`src/rtl/audio_pkg.sv`:
```
// audio_pkg: shared definitions for the audio sample streaming path.
//   ADDR_W          - sample ROM address width
//   SAMPLE_W        - PCM sample width toward the codec
//   player_state_t  - audio_player FSM states
//   to_pcm16()      - 8-bit offset-binary ROM byte -> 16-bit signed PCM
package audio_pkg;

  localparam int ADDR_W   = 18;
  localparam int SAMPLE_W = 16;

  typedef enum logic [1:0] {
    S_IDLE,
    S_ISSUE,
    S_CAPTURE,
    S_PRESENT
  } player_state_t;

  // Flipping the MSB turns offset-binary into two's complement; the byte
  // becomes the upper half of the sample (x256).
  function automatic logic [SAMPLE_W-1:0] to_pcm16(input logic [7:0] i_byte);
    return {i_byte ^ 8'h80, 8'h00};
  endfunction

endpackage

```
`src/rtl/audio_player.sv`:
```
// audio_player: streams a clip of bytes out of the sample ROM, converts each
// byte to 16-bit signed PCM and presents it REPEAT times on a valid/ready
// stream (ROM rate -> codec rate).
//
// Ports:
//   i_clk, i_reset        clock, synchronous active-high reset
//   i_play, i_stop        start / abort strobes
//   i_loop                replay clip indefinitely (sampled with i_play)
//   i_start_addr          first byte of the clip (sampled with i_play)
//   i_length              clip length in bytes (sampled with i_play)
//   o_busy, o_done        clip in progress / completion pulse
//   o_rom_addr, i_rom_q   ROM address (registered) and data (1-cycle latency)
//   o_out_sample          signed PCM sample
//   o_out_valid           sample available
//   i_out_ready           downstream accepts
//
// state     | meaning
// ----------+-------------------------------------------------------------
// S_IDLE    | no clip; waiting for play
// S_ISSUE   | rom_addr holds the current byte address
// S_CAPTURE | ROM data valid; convert and register the sample
// S_PRESENT | out_valid high; count REPEAT handshakes for this byte
module audio_player
  import audio_pkg::*;
#(
  parameter int ADDR_W = audio_pkg::ADDR_W,
  parameter int DEPTH  = 'h24000,
  parameter int REPEAT = 6
) (
  input  logic                i_clk,
  input  logic                i_reset,
  input  logic                i_play,
  input  logic                i_stop,
  input  logic                i_loop,
  input  logic [ADDR_W-1:0]   i_start_addr,
  input  logic [ADDR_W-1:0]   i_length,
  output logic                o_busy,
  output logic                o_done,
  output logic [ADDR_W-1:0]   o_rom_addr,
  input  logic [7:0]          i_rom_q,
  output logic [SAMPLE_W-1:0] o_out_sample,
  output logic                o_out_valid,
  input  logic                i_out_ready
);

  localparam int REP_W = $clog2(REPEAT + 1);

  player_state_t       r_state;
  player_state_t       w_next_state;
  logic [ADDR_W-1:0]   r_cur_addr;
  logic [ADDR_W-1:0]   r_remaining;
  logic [ADDR_W-1:0]   r_start;
  logic [ADDR_W-1:0]   r_len;
  logic                r_loop;
  logic [REP_W-1:0]    r_rep_cnt;
  logic [SAMPLE_W-1:0] r_sample;
  logic                r_done;

  logic                w_start;
  logic                w_hs;
  logic                w_last_rep;
  logic                w_done_next;
  logic [ADDR_W-1:0]   w_next_addr;

  assign w_start     = i_play && !i_stop && (i_length != '0);
  assign w_hs        = (r_state == S_PRESENT) && i_out_ready;
  assign w_last_rep  = w_hs && (r_rep_cnt == REP_W'(1));
  assign w_next_addr = (r_cur_addr == ADDR_W'(DEPTH - 1)) ? '0 : r_cur_addr + 1'b1;

  always_comb begin
    w_next_state = r_state;
    w_done_next  = 1'b0;
    case (r_state)
      S_IDLE: begin
        if (w_start)
          w_next_state = S_ISSUE;
        else if (i_play && !i_stop)
          w_done_next = 1'b1;  // zero-length clip completes immediately
      end
      S_ISSUE:   w_next_state = S_CAPTURE;
      S_CAPTURE: w_next_state = S_PRESENT;
      S_PRESENT: begin
        if (w_last_rep) begin
          if ((r_remaining > ADDR_W'(1)) || r_loop) begin
            w_next_state = S_ISSUE;
          end else begin
            w_next_state = S_IDLE;
            w_done_next  = 1'b1;
          end
        end
      end
      default: w_next_state = S_IDLE;
    endcase
    // stop overrides everything, including a final handshake
    if (i_stop) begin
      w_next_state = S_IDLE;
      w_done_next  = 1'b0;
    end
  end

  always_ff @(posedge i_clk) begin
    if (i_reset) begin
      r_state     <= S_IDLE;
      r_cur_addr  <= '0;
      r_remaining <= '0;
      r_start     <= '0;
      r_len       <= '0;
      r_loop      <= 1'b0;
      r_rep_cnt   <= '0;
      r_sample    <= '0;
      r_done      <= 1'b0;
    end else begin
      r_state <= w_next_state;
      r_done  <= w_done_next;
      case (r_state)
        S_IDLE: begin
          if (w_start) begin
            r_start     <= i_start_addr;
            r_len       <= i_length;
            r_loop      <= i_loop;
            r_cur_addr  <= i_start_addr;
            r_remaining <= i_length;
          end
        end
        S_CAPTURE: begin
          r_sample  <= to_pcm16(i_rom_q);
          r_rep_cnt <= REP_W'(REPEAT);
        end
        S_PRESENT: begin
          if (w_hs) begin
            r_rep_cnt <= r_rep_cnt - 1'b1;
            if (w_last_rep) begin
              if (r_remaining > ADDR_W'(1)) begin
                r_cur_addr  <= w_next_addr;
                r_remaining <= r_remaining - 1'b1;
              end else if (r_loop) begin
                r_cur_addr  <= r_start;
                r_remaining <= r_len;
              end
            end
          end
        end
        default: ;
      endcase
      if (w_next_state == S_IDLE)
        r_sample <= '0;
    end
  end

  assign o_busy       = (r_state != S_IDLE);
  assign o_out_valid  = (r_state == S_PRESENT);
  assign o_done       = r_done;
  assign o_rom_addr   = r_cur_addr;
  assign o_out_sample = r_sample;

endmodule

```
`config.mk`:
```
export PLATFORM = sky130hd
export DESIGN_NAME = audio_player
export DESIGN_NICKNAME = d
export VERILOG_FILES = /design/src/rtl/audio_pkg.sv /design/src/rtl/audio_player.sv
export SDC_FILE = /design/constraint.sdc
export NUM_CORES = 1
export LEC_CHECK = 0
export BUFFER_PORTS_ARGS = -buffer_cell sky130_fd_sc_hd__buf_2
export CORE_MARGIN = 3
export CORE_UTILIZATION = 51
export DETAILED_ROUTE_END_ITERATION = 8
export PLACE_DENSITY_LB_ADDON = 0.25
export SYNTH_ARGS = -nofsm -noshare
export SYNTH_HDL_FRONTEND = slang
export SYNTH_SLANG_ARGS = --single-unit
```
`constraint.sdc`:
```
create_clock -name i_clk -period 2.27 [get_ports i_clk]
set_input_delay 0.1135 -clock i_clk [delete_from_list [all_inputs] [get_ports i_clk]]
set_output_delay 0.1135 -clock i_clk [all_outputs]
set_load 0.01 [all_outputs]
```
# Yosys cells after proc, flatten, opt, wreduce, memory -nomap -nowiden
# Index checks and enable logic that the tools add are counted.
# word_totals
elab_cells	65
out_inout_bits	37
register_bits	87
in_bits	50
# op_classes
bitwise_logic	1
reduce_logical	17
mux	25
magnitude_cmp	1
add_sub_neg	3
eq_ne	9
# op_table
cell	n
two-way mux 18 bit	11
case mux 18 bit (2 select lines)	2
adder 18 x 1 -> 18 bit (second input constant)	1
equality test 18 bit (second input constant)	1
> comparator 18 x 1 -> 1 bit (second input constant)	1
nonzero test 18 bit	1
subtractor 18 x 1 -> 18 bit (second input constant)	1
case mux 2 bit (4 select lines)	1
two-way mux 2 bit	3
case mux 3 bit (2 select lines)	1
nonzero test 2 bit	3
two-way mux 1 bit	5
AND reduction 5 bit	1
equality test 2 bit (second input constant)	2
logical AND 1 bit	4
logical NOT 2 bit	2
!= test 2 x 1 -> 1 bit (second input constant)	2
AND reduction 2 bit	2
OR reduction 2 bit	2
equality test 3 x 1 -> 1 bit (second input constant)	1
two-way mux 3 bit	1
!= test 3 x 1 -> 1 bit (second input constant)	1
subtractor 3 x 1 -> 3 bit (second input constant)	1
equality test 2 x 1 -> 1 bit (second input constant)	1
5 further kinds	5

# Logic depth before layout (Yosys ltp)
# Gate-level depths: netlist of run 1.
# logic_depth
depth_word	8
ltp_mapped	10
depth_no_buf	8

# Least setup slack after synthesis of run 1
# OpenSTA, ideal clock, no wires.
# synth_timing
kind	register to register
from	register r_remaining[2]
to	register r_remaining[1]
stages_incl_launch_ff	10
arrival_ns	2.147
n_path_buf	3
setup_time_ns	0.144
required_time_ns	2.126
slack_ns	-0.021
path_cell_list	dfxtp_1 buf_6 nor4_2 o2111ai_4 or4_4 and2_1 buf_6 buf_2 nor2_1 a311oi_2
# synth_between
elab_chain_cells	5
word_cells_on_any_way	7
# synth_rtl
element	line_no	rtl
start, declared	audio_player.sv:51	logic [ADDR_W-1:0] r_remaining;
start signal, assigned	audio_player.sv:122	r_remaining <= i_length;
start signal, assigned	audio_player.sv:135	r_remaining <= r_remaining - 1'b1;
start signal, assigned	audio_player.sv:138	r_remaining <= r_len;
> comparator 18 x 1 -> 1 bit *	audio_player.sv:133	if (r_remaining > ADDR_W'(1)) begin
two-way mux 18 bit	audio_player.sv:133	
two-way mux 18 bit	audio_player.sv:132	if (w_last_rep) begin
two-way mux 18 bit	audio_player.sv:130	if (w_hs) begin
case mux 18 bit (2 select lines)	audio_player.sv:115	case (r_state)
# Mark *: on every way between the ends. The rest lies on a longest branch, timed or not. The select of a mux whose other input is x is not followed.
# A chain may end at the register's enable or synchronous reset.

# Final worst setup path of run 1
# layout_timing
from	register r_remaining[17]
to	register r_cur_addr[11] (netlist: o_rom_addr[11])
# layout_between
elab_chain_cells	5
word_cells_on_any_way	7
# layout_rtl
element	line_no	rtl
> comparator 18 x 1 -> 1 bit *	audio_player.sv:133	
two-way mux 18 bit	audio_player.sv:133	
two-way mux 18 bit	audio_player.sv:132	
two-way mux 18 bit	audio_player.sv:130	
case mux 18 bit (2 select lines)	audio_player.sv:115	
end signal, assigned	audio_player.sv:121	r_cur_addr <= i_start_addr;
end signal, assigned	audio_player.sv:134	r_cur_addr <= w_next_addr;
end signal, assigned	audio_player.sv:137	r_cur_addr <= r_start;
end, declared	audio_player.sv:50	logic [ADDR_W-1:0] r_cur_addr;
# Marks and branches as above.

==> impl_metrics.ini, run 1 <==
[worst_setup_path]
cp_top_family = simple AND/OR/NAND/NOR gates
rrSetupSlack_ns = 0.06
worstSetupPathType = flop to flop
cp-end-kind = flop
cp.required_ns = 2.54
path_cells = nor4_4 > o2111ai_4 > or4_4 > nand2_2 > buf_12 > a2111oi_0 > a31o_2
setup.worst_path.start_class = flop
critical_path_buf_inv_count = 1
crit_arrival_ns = 2.48
crit-reg2reg-capture = o_rom_addr[11]$_SDFFE_PP0P_
slowest_delay_ns = 0.54
crit_fanout = 32
worstReg2RegStart = r_remaining[17]$_SDFFE_PP0P_
reg2regPathDepth = 7
cp_slowest_cell = or4_4
crit_start = r_remaining[17]$_SDFFE_PP0P_

[finish]
finish.utilization_pct = 66.6
synthToLayoutAreaGrowth_pct = 24.1
drive_gt1_share_pct = 23.8
num_antenna_cells = 0
nets = 785

[placed_design]
dp_hpwl_um = 9610
io_buffers = 78
routabilityCongestion = 0.864

[synthesis]
synth-seq-cells = 87
synth_warnings = 0
synth_top_cells_by_count = nand2_1 (121), dfxtp_1 (87), a21oi_1 (72), nor2_1 (54), clkbuf_1 (26)
syn_area_mm2 = 0.00479
synth_cell_type_count = 63
netlist_top_cells_area = dfxtp_1 (36%), nand2_1 (9.5%), a21oi_1 (7.5%)
synth_most_common_cell = nand2_1
synth_top_area_share_pct = 36.4
synth_edf_count = 0
ys_async_sr_fraction_pct = 0
ys_seq_area_share_pct = 36.4
synth_area_leader_cell = dfxtp_1
synth_cells = 612
syn_area_per_cell_um2 = 7.83
synthFlopType = dfxtp_1

[status]
outcome = complete, no violations

[floorplan]
dieHeight_um = 103
io_pins = 87
die_x_um = 103
coreArea_mm2 = 0.00893
start_util_pct = 53.6
dieArea_mm2 = 0.0106
num_rows = 34

[clock_network]
cts.reportedPaths.clkPinSlew_ns = 0.09
worstSkewPairLatency_ns = 0.37
cts_buffer_depth = 2
cts_made_buffers = 9
htreeDepth = 3
cts_tree = yes
cts_sinks = 87
root_buffer = clkbuf_8

[timing]
fmaxAchievable_mhz = 453
slew_violations = 0
finalCriticalPeriod_ns = 2.21
setup_viol = 0
fin_crit_sh_pct = 97.3
rsz0062_at_grt = true
max_slew_margin_pct = 46.7
worst_pin_slew_ns = 0.799
finClkSkew_ns = 0.0138
hold_violations = 0

[global_routing]
overflow = 0
antenna_found_initial = 0
grt_pass1_vias = 4701
grt_pass1_wl_um = 22500
grt_max_degree = 34
grt_util_all_layers_pct = 26.7

[hold_path]
holdPathStages = 3
hold_class = input pin to flop
hold_end = r_len[12]$_SDFFE_PP0P_
hold_start = i_length[12]

[power]
powerDensity_mw_per_mm2 = 613
p_total_uw = 3650
leakage_uw = 0.00236
ir_drop_mv = 0.401

[route]
remaining_drc_errors = 0
vias = 4935
first_pass_iters = 5
routed_wirelength_um = 13800
ant_nets = 0
viasPerCell = 5.88
drt-initial-drc-count = 278
detail_route.wl_per_cell_um = 16.4

[run]
drv_cap = 0
[report_power, final]
group	internal [µW]	switching, µW	total [µW]
logic	399	492	891
clock network	425	635	1060
registers	1610	84.4	1690
total	2430	1210	3650
[flip-flops by register name, summed over array words and instances (netlist names)]
signal        cells
r_start          18
r_rep_cnt         3
o_done            1
o_rom_addr       18
r_len            18
r_loop            1
r_remaining      18
r_state           2
o_out_sample      8
[metrics by stage]
step	instances	setup WS [ns]	TNS (ns)	cell area, µm²	hold WS, ns
after floorplan	619	0.0176	0	4830	0.228
after global placement	801	0.0590	0	5500	0.312
after detailed placement	801	-0.0627	-0.207	5500	0.342
after CTS	839	0.00291	0	5900	0.000490
after global routing	839	-0.0472	-0.243	5950	0.00249
final	839	0.0610	0	5950	0.00812
[layout by cell type, fill, tap and decap left out, types with 9 or more instances in the layout]
cell type      synthesis  routed
a21oi_1               72      72
nand2_1              121     121
o21ai_0               13      13
dfxtp_1               87      85
buf_2                  7      78
clkbuf_8               0       9
nand3_1               12      12
mux2i_1               12      12
buf_4                 11      41
nor2_1                54      51
dlygate4sd3_1          0      21
o211ai_1              15      15
inv_1                 18      18
xnor2_1               13      13
nor3_1                18      17
[routing by layer]
layer | share of wire, % | routed length (µm) | vias to the layer above | GRT usage, %
met1 | 43 | 5950 | 2317 | 34.9
met5 | 0 | 0 | - | 0
li1 | - | - | 2399 | -
met2 | 48 | 6640 | 186 | 44.5
met3 | 6.3 | 865 | 33 | 4.40
met4 | 2.2 | 297 | 0 | 9.46
[tightest hold or removal path: stages]
cell,delay (ns)
buf_2,0.11
nand2_1,0.05
a21oi_1,0.05
[area by class of cell]
cell class | count | area (µm²)
fillers | 744 | 2990
well taps | 108 | 135
clock inverters | 7 | 62.6
inverters | 18 | 67.6
repair buffers | 146 | 1030
multi-input cells | 464 | 2790
clock buffers | 9 | 124
flip-flops and latches | 87 | 1740
[timing repair]
action,CTS,global route
endpoints found under the setup margin,1,31
endpoints found under the hold margin,21,0
setup buffers,1,0
pin swaps,1,1
hold buffers,21,0
resized for setup,0,13
[worst max-delay path by stage]
stage,to,cells after the start
after floorplan,r_remaining[1]$_SDFFE_PP0P_,8
after global placement,o_out_sample[13]$_SDFFE_PP0P_,9
after detailed placement,o_out_sample[15]$_SDFFE_PP0P_,8
after CTS,r_remaining[3]$_SDFFE_PP0P_,7
after global routing,o_rom_addr[11]$_SDFFE_PP0P_,7
final,o_rom_addr[11]$_SDFFE_PP0P_,7
[kinds of logic (layout without fill, tap and decap cells)]
group,count (synthesis),in the layout,share of synthesized area (%)
compound gates,167,167,24.3
xor+xnor,19,19,3.47
fa+ha+maj,9,9,2.35
buf+inv,68,180,7.00
flops,87,87,36.4
mux,13,13,2.74
other cells,1,8,0.0783
simple gates,248,248,23.7
Power figures use the tool's default switching activity.
==> inputs of run 2 (changes only) <==
--- a/config.mk
+++ b/config.mk
@@ -7,9 +7,9 @@
 export LEC_CHECK = 0
 export BUFFER_PORTS_ARGS = -buffer_cell sky130_fd_sc_hd__buf_2
 export CORE_MARGIN = 3
-export CORE_UTILIZATION = 51
+export CORE_UTILIZATION = 56
 export DETAILED_ROUTE_END_ITERATION = 8
-export PLACE_DENSITY_LB_ADDON = 0.25
+export PLACE_DENSITY = 0.8
 export SYNTH_ARGS = -nofsm -noshare
 export SYNTH_HDL_FRONTEND = slang
 export SYNTH_SLANG_ARGS = --single-unit
==> constraint.sdc (replaced) <==
create_clock -name i_clk -period 2.15 [get_ports i_clk]
set_input_delay 0.1075 -clock i_clk [delete_from_list [all_inputs] [get_ports i_clk]]
set_output_delay 0.1075 -clock i_clk [all_outputs]
set_load 0.01 [all_outputs]
==> impl_metrics.ini, run 2 (synthesized netlist as in run 1, its figures left out) <==
[route]
first_pass_iters = 7
ant_nets = 0
drt-initial-drc-count = 468
viasPerCell = 6.17
routed_wirelength_um = 15800
detail_route.wl_per_cell_um = 18.2
remaining_drc_errors = 0
vias = 5378

[worst_setup_path]
worstReg2RegStart = r_remaining[17]$_SDFFE_PP0P_
worstSetupPathType = flop to flop
rrSetupSlack_ns = -0.11
crit_arrival_ns = 2.52
cp.required_ns = 2.41
cp-endpoint = o_rom_addr[12]$_SDFFE_PP0P_
crit-reg2reg-capture = o_rom_addr[12]$_SDFFE_PP0P_
setup.worst_path.start_class = flop
crit_fanout = 8
reg2regPathDepth = 7
cp-end-kind = flop
crit_start = r_remaining[17]$_SDFFE_PP0P_

[global_routing]
overflow = 0
grt_max_degree = 41
antenna_found_initial = 0
grt_pass1_wl_um = 24400
grt_util_all_layers_pct = 30.5
grt_pass1_vias = 5067

[placed_design]
routabilityCongestion = 0.965
dp_hpwl_um = 9710
pre_cts_slack_ns = -0.0597
io_buffers = 78
placed_cell_area_mm2 = 0.00569

[floorplan]
start_util_pct = 58.0
num_rows = 33
coreArea_mm2 = 0.00826
dieHeight_um = 98.5
die_x_um = 98.5
io_pins = 87
dieArea_mm2 = 0.00970

[run]
drv_cap = 0

[timing]
setup_viol = 29
fin_setup_tns_ns = -1.79
whs_ns = 0.00239
finalCriticalPeriod_ns = 2.26
rsz0062_at_grt = true
setup_ws_ns = -0.108
fmaxAchievable_mhz = 443
fin_crit_sh_pct = 105
slew_violations = 0
hold_violations = 0
finClkSkew_ns = 0.00901
max_slew_margin_pct = 59.2
worst_pin_slew_ns = 0.604

[status]
violations = setup timing
outcome = complete, but fails checks

[finish]
finish.utilization_pct = 77.5
final_common_cell = nand2_1
final_cell_mix = nand2_1 (120), dfxtp_1 (82), buf_2 (78)
fin_area_mm2 = 0.00640
nets = 820
num_antenna_cells = 0
drive_gt1_share_pct = 29.1
synthToLayoutAreaGrowth_pct = 33.6

[clock_network]
root_buffer = clkbuf_8
worstSkewPairLatency_ns = 0.37
cts_buffer_depth = 2
htreeDepth = 3
cts_sinks = 87
cts_made_buffers = 9
cts.reportedPaths.clkPinSlew_ns = 0.09
cts_tree = yes

[hold_path]
hold_class = input pin to flop
hold_start = i_length[7]

[power]
ir_drop_mv = 0.356
leakage_uw = 0.00257
powerDensity_mw_per_mm2 = 632
==> run 2: cell count changes in the layout (fill, tap and decap cells not counted), moves of 5 or more <==
cell | previous run | this run
buf_4 | 41 | 63
nor2_2 | 3 | 8
a21oi_1 | 72 | 65
nor2_1 | 51 | 44
buf_6 | 0 | 5
a21oi_2 | 0 | 6
==> run 2: worst min path at each step <==
| stage | cells past startpoint | end | slack (ns) |
|---|---|---|---|
| 6_report | 3 | r_len[7]$_SDFFE_PP0P_ | 0.002 |
| 5_1_grt | 3 | r_start[17]$_SDFFE_PP0P_ | 0.007 |
| 4_1_cts | 3 | r_len[8]$_SDFFE_PP0P_ | 0.0007 |
| 3_5_place_dp | 2 | o_out_sample[15]$_SDFFE_PP0P_ | 0.34 |
| 3_3_place_gp | 2 | o_out_sample[15]$_SDFFE_PP0P_ | 0.32 |
| 2_1_floorplan | 1 | r_rep_cnt[1]$_SDFFE_PP0P_ | 0.22 |
==> run 2: per-layer routing <==
metal  part of all wire (%)  global-route usage (%)  wire (µm)  vias to the layer above
met5                      0                       0          0                        -
met4                    4.5                    13.8        705                        0
met3                    9.2                    4.18       1460                       69
met2                     48                    51.2       7610                      337
met1                     38                    38.9       6040                     2507
li1                       -                       -          -                     2465
==> run 2: power by group <==
| part | switching (µW) | internal [µW] | total [µW] |
|---|---|---|---|
| Sequential | 78.4 | 1700 | 1780 |
| Combinational | 613 | 521 | 1130 |
| Clock | 591 | 540 | 1130 |
| Total | 1280 | 2760 | 4040 |
==> run 2: stage by stage <==
step                instances  total power (µW)
floorplan                 619              2370
global placement          819              2720
detailed placement        819              2750
CTS                       864              3940
global route              871              4200
finish                    871              4040
==> run 2: worst max-delay path: stages (launching register included) <==
cell       delay, ns
dfxtp_1         0.35
nor4_4          0.38
o2111ai_4       0.19
or4_4           0.64
nand2_8         0.13
buf_12          0.13
a21oi_4         0.04
a221oi_2        0.28
==> run 2: cell type report <==
cell class              count  area (µm²)
clock buffers              13         139
clock inverters             3        43.8
fillers                   550        1860
inverters                  18        67.6
multi-input cells         465        2900
flip-flops and latches     87        1750
well taps                 105         131
repair buffers            180        1370
==> run 2: repair_timing <==
action	4_1_cts	5_1_grt
hold endpoints to repair	24	0
hold buffers	24	0
endpoints found under the setup margin	22	36
gates cloned	2	2
resized for setup	12	29
pin swaps	8	15
setup buffers	3	6
